[config.mk]
export PLATFORM = sky130hd
export DESIGN_NAME = online_sd2bin_conv_flat
export DESIGN_NICKNAME = d
export VERILOG_FILES = /design/src/rtl/online_sd2bin_conv_pkg.sv /design/src/rtl/online_sd2bin_conv_if.sv /design/src/rtl/online_sd2bin_conv_otfc_step.sv /design/src/rtl/online_sd2bin_conv.sv /design/src/flat_wrapper.sv
export SDC_FILE = /design/constraint.sdc
export NUM_CORES = 1
export LEC_CHECK = 0
export BUFFER_PORTS_ARGS = -buffer_cell sky130_fd_sc_hd__buf_2
export CAP_MARGIN = 20
export CORE_AREA = 5 5 77 79
export CTS_CLUSTER_DIAMETER = 150
export DETAILED_ROUTE_END_ITERATION = 12
export DIE_AREA = 0 0 82 84
export PLACE_DENSITY = 0.77
export SKIP_CTS_REPAIR_TIMING = 1
export SLEW_MARGIN = 20
export SYNTH_ARGS = -nofsm -noshare
export SYNTH_HDL_FRONTEND = slang
export SYNTH_HIERARCHICAL = 1
export SYNTH_SLANG_ARGS = --single-unit
[constraint.sdc]
create_clock -name clk -period 2 [get_ports clk]
set_input_delay 0.4 -clock clk [delete_from_list [all_inputs] [get_ports clk]]
set_output_delay 0.4 -clock clk [all_outputs]
set_load 0.005 [all_outputs]
[src/rtl/online_sd2bin_conv_pkg.sv]
// online_sd2bin_conv_pkg: shared definitions for the SD-to-binary on-the-fly converter.
//   SD_POS / SD_NEG : {p,n} digit encodings for +1 / -1 (2'b00 and 2'b11 both mean 0)
//   state_t         : converter FSM states
//   sd_val()        : maps a 2-bit {p,n} digit to its signed value
package online_sd2bin_conv_pkg;

    localparam logic [1:0] SD_POS = 2'b10;
    localparam logic [1:0] SD_NEG = 2'b01;

    typedef enum logic [1:0] {
        ST_IDLE = 2'd0,
        ST_CONV = 2'd1,
        ST_DONE = 2'd2
    } state_t;

    function automatic logic signed [1:0] sd_val(input logic [1:0] d);
        case (d)
            SD_POS:  return 2'sb01;
            SD_NEG:  return 2'sb11;
            default: return 2'sb00;
        endcase
    endfunction

endpackage

[src/rtl/online_sd2bin_conv_if.sv]
// online_sd2bin_conv_if: ready/valid input and output channels of the converter.
//   in_valid/in_ready/sd_in     : SD word from upstream (2*ND bits)
//   out_valid/out_ready/bin_out : two's complement result (OUT_W bits)
//   master : upstream/consumer side, slave : converter side
interface online_sd2bin_conv_if
    import online_sd2bin_conv_pkg::*;
#(
    parameter int unsigned ND    = 10,
    parameter int unsigned OUT_W = 11
) ();

    logic              in_valid;
    logic              in_ready;
    logic [2*ND-1:0]   sd_in;
    logic              out_valid;
    logic              out_ready;
    logic [OUT_W-1:0]  bin_out;

    modport master (
        output in_valid, sd_in, out_ready,
        input  in_ready, out_valid, bin_out
    );

    modport slave (
        input  in_valid, sd_in, out_ready,
        output in_ready, out_valid, bin_out
    );

endinterface

[src/rtl/online_sd2bin_conv_otfc_step.sv]
// otfc_step: one-digit combinational on-the-fly conversion update.
//   digit        : {p,n} SD digit
//   q_in, qm_in  : current Q and QM (QM = Q - 1 ulp)
//   q_out, qm_out: Q and QM after appending the digit
module otfc_step
    import online_sd2bin_conv_pkg::*;
#(
    parameter int unsigned W = 11
) (
    input  logic [1:0]   digit,
    input  logic [W-1:0] q_in,
    input  logic [W-1:0] qm_in,
    output logic [W-1:0] q_out,
    output logic [W-1:0] qm_out
);

    always_comb begin
        // zero digit by default
        q_out  = {q_in[W-2:0], 1'b0};
        qm_out = {qm_in[W-2:0], 1'b1};
        case (sd_val(digit))
            2'sb01: begin
                q_out  = {q_in[W-2:0], 1'b1};
                qm_out = {q_in[W-2:0], 1'b0};
            end
            2'sb11: begin
                q_out  = {qm_in[W-2:0], 1'b1};
                qm_out = {qm_in[W-2:0], 1'b0};
            end
            default: ;
        endcase
    end

endmodule

[src/rtl/online_sd2bin_conv.sv]
// online_sd2bin_conv: digit-serial radix-2 SD to two's complement converter (OTFC).
//   clk, rst : rising-edge clock, synchronous active-high reset
//   bus      : online_sd2bin_conv_if.slave (sd_in in, bin_out out, ready/valid both sides)
//   busy     : high while digits are being consumed
// Macro ONLINE_SD2BIN_ROUND_EN: when OUT_W < ND+1, round half-up with positive
// saturation (one extra registered cycle); otherwise the result is truncated.
module online_sd2bin_conv
    import online_sd2bin_conv_pkg::*;
#(
    parameter int unsigned ND    = 10,
    parameter int unsigned DPC   = 1,
    parameter int unsigned OUT_W = 11
) (
    input  logic                  clk,
    input  logic                  rst,
    online_sd2bin_conv_if.slave   bus,
    output logic                  busy
);

    localparam int unsigned W  = ND + 1;
    localparam int unsigned NG = ND / DPC;
    localparam int unsigned CW = (NG > 1) ? $clog2(NG) : 1;
`ifdef ONLINE_SD2BIN_ROUND_EN
    localparam bit RND = (OUT_W < W);
`else
    localparam bit RND = 1'b0;
`endif

    if (DPC < 1 || DPC > 2 || (ND % DPC) != 0 || OUT_W < 2 || OUT_W > W) begin : g_bad_cfg
        $error("online_sd2bin_conv: illegal ND/DPC/OUT_W combination");
    end

    state_t              state;
    logic [2*ND-1:0]     sr;
    logic [W-1:0]        q_r;
    logic [W-1:0]        qm_r;
    logic [CW-1:0]       cnt;
    logic                stg;
    logic [OUT_W-1:0]    rnd_r;
    logic [OUT_W-1:0]    fin_c;
    logic [DPC:0][W-1:0] q_ch;
    logic [DPC:0][W-1:0] qm_ch;

    // DPC digit updates chained MSD-first within one cycle
    assign q_ch[0]  = q_r;
    assign qm_ch[0] = qm_r;
    for (genvar j = 0; j < DPC; j++) begin : g_step
        otfc_step #(.W(W)) u_step (
            .digit  (sr[2*ND-1-2*j -: 2]),
            .q_in   (q_ch[j]),
            .qm_in  (qm_ch[j]),
            .q_out  (q_ch[j+1]),
            .qm_out (qm_ch[j+1])
        );
    end

    // Result width reduction
    if (OUT_W == W) begin : g_full
        assign fin_c = q_r;
    end else if (RND) begin : g_round
        logic [OUT_W:0] sum_c;
        // sign-extended add of the first dropped bit; only a positive value can overflow
        assign sum_c = {q_r[ND], q_r[ND -: OUT_W]} + (OUT_W+1)'(q_r[ND-OUT_W]);
        assign fin_c = (sum_c[OUT_W] != sum_c[OUT_W-1]) ? {1'b0, {(OUT_W-1){1'b1}}}
                                                          : sum_c[OUT_W-1:0];
        if (ND > OUT_W) begin : g_lo
            logic unused_lo;
            assign unused_lo = ^q_r[ND-OUT_W-1:0];
        end
    end else begin : g_trunc
        logic unused_lo;
        assign fin_c     = q_r[ND -: OUT_W];
        assign unused_lo = ^q_r[ND-OUT_W:0];
    end

    // FSM with registered handshake outputs
    always_ff @(posedge clk) begin
        if (rst) begin
            state         <= ST_IDLE;
            bus.in_ready  <= 1'b1;
            bus.out_valid <= 1'b0;
            bus.bin_out   <= '0;
            busy          <= 1'b0;
            sr            <= '0;
            q_r           <= '0;
            qm_r          <= '0;
            cnt           <= '0;
            stg           <= 1'b0;
            rnd_r         <= '0;
        end else begin
            case (state)
                ST_IDLE: begin
                    if (bus.in_valid) begin
                        state        <= ST_CONV;
                        bus.in_ready <= 1'b0;
                        busy         <= 1'b1;
                        sr           <= bus.sd_in;
                        q_r          <= '0;
                        qm_r         <= '1;
                        cnt          <= CW'(NG - 1);
                        stg          <= 1'b0;
                    end
                end
                ST_CONV: begin
                    q_r  <= q_ch[DPC];
                    qm_r <= qm_ch[DPC];
                    sr   <= sr << (2 * DPC);
                    cnt  <= cnt - CW'(1);
                    if (cnt == CW'(0)) begin
                        state <= ST_DONE;
                        busy  <= 1'b0;
                    end
                end
                ST_DONE: begin
                    if (bus.out_valid) begin
                        if (bus.out_ready) begin
                            state         <= ST_IDLE;
                            bus.out_valid <= 1'b0;
                            bus.in_ready  <= 1'b1;
                        end
                    end else if (!RND || stg) begin
                        bus.bin_out   <= RND ? rnd_r : fin_c;
                        bus.out_valid <= 1'b1;
                    end else begin
                        rnd_r <= fin_c;
                        stg   <= 1'b1;
                    end
                end
                default: state <= ST_IDLE;
            endcase
        end
    end

endmodule

[src/flat_wrapper.sv]
// flat-port wrapper written by rule: the top's interface ports become plain ports
module online_sd2bin_conv_flat import online_sd2bin_conv_pkg::*;
#(
    parameter int unsigned ND    = 10,
    parameter int unsigned DPC   = 1,
    parameter int unsigned OUT_W = 11
)
  (clk, rst, busy, bus_in_valid, bus_sd_in, bus_out_ready, bus_in_ready, bus_out_valid, bus_bin_out);
  online_sd2bin_conv_if #(.ND(ND), .OUT_W(OUT_W)) bus_i ();
  input  logic clk;
  input  logic rst;
  output logic busy;
  input wire logic [$bits(bus_i.in_valid)-1:0] bus_in_valid;
  input wire logic [$bits(bus_i.sd_in)-1:0] bus_sd_in;
  input wire logic [$bits(bus_i.out_ready)-1:0] bus_out_ready;
  output wire logic [$bits(bus_i.in_ready)-1:0] bus_in_ready;
  output wire logic [$bits(bus_i.out_valid)-1:0] bus_out_valid;
  output wire logic [$bits(bus_i.bin_out)-1:0] bus_bin_out;
  assign bus_i.in_valid = bus_in_valid;
  assign bus_i.sd_in = bus_sd_in;
  assign bus_i.out_ready = bus_out_ready;
  assign bus_in_ready = bus_i.in_ready;
  assign bus_out_valid = bus_i.out_valid;
  assign bus_bin_out = bus_i.bin_out;
  online_sd2bin_conv #(.ND(ND), .DPC(DPC), .OUT_W(OUT_W)) u_core (.clk(clk), .rst(rst), .bus(bus_i), .busy(busy));
endmodule
==> results of run 1 <==
-- power by group through the flow --
stage | logic, mW | clock network, mW | registers (mW)
3_5_place_dp | 0.638 | 0 | 1.48
5_1_grt | 0.722 | 1.05 | 1.47
2_1_floorplan | 0.572 | 0 | 1.43
3_3_place_gp | 0.622 | 0 | 1.47
4_1_cts | 0.642 | 0.990 | 1.45
6_report | 0.639 | 0.968 | 1.45
-- placed cells by master (no fill, tap or decap), types with 7 or more instances in the layout --
cell,instances
nor2_1,82
dfxtp_1,61
buf_2,37
a211oi_1,17
o2bb2ai_1,17
a22oi_1,13
nor3_1,12
mux2i_1,11
clkbuf_8,10
mux2_2,10
a22o_1,9
inv_1,7
-- worst max-delay path, delay by kind of cell (launching register included) --
family                   cells  cell delay (ps)
flip-flops                   1              390
AND/OR/NAND/NOR              3              530
AO/OA/AOI/OAI                1              240
adder cells (fa/ha/maj)      1              330
buffers and inverters        1               60
-- per-layer routing --
metal  share of wire, %  routed length (um)  GRT usage [%]  vias up
li1                   -                   -              -     1123
met1                 44                2650           24.8     1074
met2                 49                2910           28.2       75
met3                5.1                 302           4.32       10
met4                1.5                  91           9.97        0
met5                  0                   0              0        -
-- sequential cells by signal, summed over array words and instances, names as in the netlist --
signal                cells
u_core/fin_c             11
u_core/bus.out_valid      1
u_core/bus.in_ready       1
u_core/cnt                4
u_core/qm_r              10
u_core/state              2
u_core/sr                20
u_core/busy               1
u_core/bus.bin_out       11
-- final cells by class --
type                            count  area (um2)
Inverter                            7        26.3
Tap cell                           72        90.1
Timing Repair Buffer               43         243
Sequential cell                    61        1220
Clock inverter                      6        38.8
Fill cell                         479        2140
Multi-Input combinational cell    207        1380
Clock buffer                       10         138
-- final timing paths --
check / start / endpoint / slack [ps]
min: bus_sd_in[0] / u_core/sr[0]$_SDFFE_PP0P_ / 300
min reg2reg: u_core/bus.bin_out[3]$_SDFFE_PP0P_ / u_core/bus.bin_out[3]$_SDFFE_PP0P_ / 490
max reg2reg: u_core/sr[18]$_SDFFE_PP0P_ / u_core/qm_r[8]$_SDFFE_PP0P_ / 330
max: u_core/sr[18]$_SDFFE_PP0P_ / u_core/qm_r[8]$_SDFFE_PP0P_ / 330
-- per-stage QoR --
step                      power [mW]  instance area [um2]  hold WS, ps  utilization [%]
after floorplan                 2.00                 2800          461                -
after global placement          2.09                 2960          470             56.1
after detailed placement        2.11                 2960          479             56.1
after CTS                       3.08                 3130          290             59.4
after global routing            3.24                 3130          322             59.4
final                           3.06                 3130          302             59.4
==> flow_summary.yaml, run 1 <==
clock_tree:
  tritoncts_num_sinks: 61
  cts-root-to-sink-buffers: 2
  clk-insertion-delay-late_ps: 340
  clockRootBuffer: "clkbuf_8"
  clock_edge_transition_at_the_registers_on_the_reported_setup_and_hold_paths_ps: 70
  tritoncts_clock_tree: "done"
  ctsHtreeMaxLevel: 3
  cts_inserted_buffers: 9
synthesis:
  synthCells: 302
  syn-cell-area_um2: 2800
  synth_nets: 331
  postSynthAreaPerCell_um2: 9.28
  synth_warnings: 6
drt:
  post_drt_via_cell_ratio: 5.62
  ant_nets: 0
  per_cell_routed_wire_length_um: 14.7
  dr_total_vias: 2282
  route.final.wire_length_um: 5960
  detail_route.first_pass.iterations: 4
  route.detailed.drc: 0
  drt_iter0_drc: 157
power:
  share_clk_of_total_power_pct: 31.6
  share_comb_of_total_power_pct: 20.9
  total_switching_power_mw: 0.960
  seqPwrFrac_pct: 47.5
  power_per_standard_cell_area_nw_per_um2: 977
  power_leakage_nw: 1.29
  peak_supply_drop_uv: 533
  switching_share_pct: 31.3
  cellInternalPower_mw: 2.10
sta:
  setup_viol: 0
  fin_setup_tns_ps: 0
  finalWorstSetupSlack_ps: 329
  grt_setup_unrepaired: "no"
  timing.max_slew.rel_slack_pct: 52.7
  final_min_period_over_clock_period_pct: 83.6
  fin_skew_ps: 8.29
  max_freq_mhz: 598
  count_of_endpoints_failing_hold_in_the_final_timing_report: 0
  finalWorstPathRequiredPeriod_ps: 1670
  worst_margin_slew_ps: 709
  drv_slew: 0
setup_path:
  worst_path_max_stage_delay_ps: 390
  worstPathCellList: "inv_1 > ha_1 > or2_1 > a22o_1 > nor2_1 > nor3_1"
  critical_path_arrival_ps: 1890
  crit_slowest_cell: "dfxtp_1"
  timing.setup.critical_path_class: "reg2reg"
  crit_path_max_fanout: 9
  worst_setup_path_start_kind: "flop"
  rr_worst_depth: 6
  critPathCaptureType: "flop"
  timing.critical_path.required_ps: 2220
run:
  max-cap-violations: 0
floorplanning:
  floorplan.io_pins: 38
  initial_core_util_pct: 53.2
  die_w_um: 82
  core_area_um2: 5270
  rows: 27
  die_y_um: 84
  die_area_um2: 6890
finish:
  share_of_final_layout_standard_cells_stronger_than_drive_strength_1_pct: 23.4
  stdcell_count: 406
  areaGrowthSynthToFinish_pct: 11.8
  fin_nets: 358
  n_antenna_cell: 0
global_route:
  initial_antenna_violation_count: 0
  grt_pass1_vias: 2204
  global_route_wire_length_before_repair_um: 10200
  gr-usage-all-layers_pct: 18.9
  gr-total-overflow: 0
  grt_start_max_net_pins: 62
place:
  detailed_place_hpwl_um: 3860
  gpl_wtd_cong: 0.727
  buffer_ports.inserted: 37
  placed_cell_count: 390
  preCtsSetupSlack_ps: 356
min_path:
  hold_path_class: "in2reg"
  whs_path_depth: 3
outcome:
  outcome: "finished, final reports clean"
Power figures use the tool's default switching activity.
==> inputs of run 2 (changes only) <==
--- a/config.mk
+++ b/config.mk
@@ -5,13 +5,14 @@
 export SDC_FILE = /design/constraint.sdc
 export NUM_CORES = 1
 export LEC_CHECK = 0
+export ABC_AREA = 1
 export BUFFER_PORTS_ARGS = -buffer_cell sky130_fd_sc_hd__buf_2
 export CAP_MARGIN = 20
-export CORE_AREA = 5 5 77 79
+export CORE_AREA = 5 5 79 81
 export CTS_CLUSTER_DIAMETER = 150
 export DETAILED_ROUTE_END_ITERATION = 12
-export DIE_AREA = 0 0 82 84
-export PLACE_DENSITY = 0.77
+export DIE_AREA = 0 0 84 86
+export PLACE_DENSITY = 0.76
 export SKIP_CTS_REPAIR_TIMING = 1
 export SLEW_MARGIN = 20
 export SYNTH_ARGS = -nofsm -noshare
==> constraint.sdc (replaced) <==
create_clock -name clk -period 1.73 [get_ports clk]
set_input_delay 0.346 -clock clk [delete_from_list [all_inputs] [get_ports clk]]
set_output_delay 0.346 -clock clk [all_outputs]
set_load 0.005 [all_outputs]
==> run 2 against run 1 <==
Effect of this change:
- synthesized area up 4.4%
- power rose by 25%
- wire length up 10%
- global-route usage rose by 0.29 points
- flip-flop and latch count did not move
- setup slack worse by 49 ps
- final area increased by 7.6%
- core utilization increased by 2.9 points
- synthesized cell count grew 44%
- first-iteration DRC count up 8.9%
- largest cell class unchanged
- largest power group unchanged
==> flow_summary.yaml, run 2 <==
finish:
  most-common-layout-cells: "nor2_1 (87), nand2_1 (84), dfxtp_1 (61)"
  largest_register_ffs: 20
  fin_nets: 495
  register_area_um2: 1220
  stdcell_count: 543
  n_antenna_cell: 0
  final_common_cell: "nor2_1"
  share_of_final_layout_standard_cells_stronger_than_drive_strength_1_pct: 16.1
  fin_area_um2: 3370
  layout.filler_cells: 510
  footprint_of_the_multi_input_gates_um2: 1380
  areaGrowthSynthToFinish_pct: 15.2
  postLayoutCoreUtil_pct: 62.4
  most_flops_register: "u_core/sr"
clock_tree:
  tritoncts_num_sinks: 61
  ctsHtreeMaxLevel: 3
  cts_inserted_buffers: 9
  clock_edge_transition_at_the_registers_on_the_reported_setup_and_hold_paths_ps: 70
  clk-insertion-delay-late_ps: 350
  tritoncts_clock_tree: "done"
  cts-root-to-sink-buffers: 2
  clockRootBuffer: "clkbuf_8"
min_path:
  whs_path_depth: 3
  hold_path_class: "in2reg"
sta:
  finalWorstPathRequiredPeriod_ps: 1450
  grt_setup_unrepaired: "no"
  count_of_endpoints_failing_hold_in_the_final_timing_report: 0
  final_min_period_over_clock_period_pct: 83.8
  fin_setup_tns_ps: 0
  fin_skew_ps: 12.8
  drv_slew: 0
  timing.max_slew.rel_slack_pct: 67.7
  max_freq_mhz: 690
  setup_viol: 0
  worst_margin_slew_ps: 482
  hold-worst-slack_ps: 267
  finalWorstSetupSlack_ps: 280
global_route:
  gr-usage-all-layers_pct: 19.1
  initial_antenna_violation_count: 0
  grt_pass1_vias: 2597
  grt_start_max_net_pins: 35
  gr-total-overflow: 0
  global_route_wire_length_before_repair_um: 11300
setup_path:
  crit_slowest_cell: "dfxtp_1"
  worstPathCellList: "inv_1 > ha_1 > buf_4 > o21ai_1 > nand2_1 > o21ai_0 > nor2_1"
  rr_worst_depth: 7
  critPathCaptureType: "flop"
  critical_path_arrival_ps: 1690
  crit_path_max_fanout: 10
  worst_setup_path_start_kind: "flop"
  timing.critical_path.required_ps: 1970
  worst_path_max_stage_delay_ps: 370
  timing.setup.critical_path_class: "reg2reg"
power:
  power_per_standard_cell_area_nw_per_um2: 1130
  power_leakage_nw: 1.58
  peak_supply_drop_uv: 851
  fin_total_pwr_mw: 3.82
drt:
  route.detailed.drc: 0
  ant_nets: 0
  route.final.wire_length_um: 6560
  detail_route.first_pass.iterations: 4
  per_cell_routed_wire_length_um: 12.1
  dr_total_vias: 2768
  drt_iter0_drc: 171
  post_drt_via_cell_ratio: 5.10
floorplanning:
  die_y_um: 86
  rows: 27
  floorplan.io_pins: 38
  die_w_um: 84
  initial_core_util_pct: 54.1
  die_area_um2: 7220
  core_area_um2: 5410
place:
  placed_cell_count: 527
  detailed_place_hpwl_um: 4140
  preCtsSetupSlack_ps: 305
  gpl_wtd_cong: 0.788
  buffer_ports.inserted: 37
  placed_cell_area_um2: 3130
synthesis:
  synthCells: 436
  synth_nets: 465
  postSynthAreaPerCell_um2: 6.71
  synth_warnings: 6
  syn-cell-area_um2: 2930
outcome:
  outcome: "finished, final reports clean"
run:
  max-cap-violations: 0
==> run 2: layout make-up <==
class | count | area share (%)
multi-input cells | 304 | 40.9
flip-flops and latches | 61 | 36.2
repair buffers | 48 | 8.31
inverters | 42 | 4.68
clock buffers | 9 | 3.67
clock inverters | 7 | 3.56
well taps | 72 | 2.67
==> run 2: final timing paths <==
path                                      end  slack (ps)                             start
min                 u_core/sr[0]$_SDFFE_PP0P_         270                      bus_sd_in[0]
max               u_core/qm_r[7]$_SDFFE_PP0P_         280        u_core/sr[18]$_SDFFE_PP0P_
max reg2reg       u_core/qm_r[7]$_SDFFE_PP0P_         280        u_core/sr[18]$_SDFFE_PP0P_
min reg2reg  u_core/bus.in_ready$_SDFFE_PP1P_         450  u_core/bus.in_ready$_SDFFE_PP1P_
==> run 2: worst max-delay path, delay by kind of cell, from the launching register on <==
kind	cells	cell delay [ps]
DFF	1	370
adders and majority gates	1	310
AOI/OAI and AO/OA	2	300
buffers and inverters	2	240
and+or+nand+nor	2	130
==> run 2: power breakdown <==
| group | internal [mW] | switching, mW | total, mW |
|---|---|---|---|
| combinational | 0.236 | 0.413 | 0.649 |
| clock | 0.963 | 0.595 | 1.56 |
| sequential | 1.53 | 0.0827 | 1.61 |
| total | 2.73 | 1.09 | 3.82 |
==> run 2: routing by layer <==
metal / track usage [%] / vias to the layer above / part of all wire (%)
met4: 9.94 / 0 / 1.7
met3: 3.65 / 10 / 5.9
li1: - / 1435 / -
met2: 33.3 / 76 / 48
met5: 0 / - / 0
met1: 22.5 / 1247 / 45
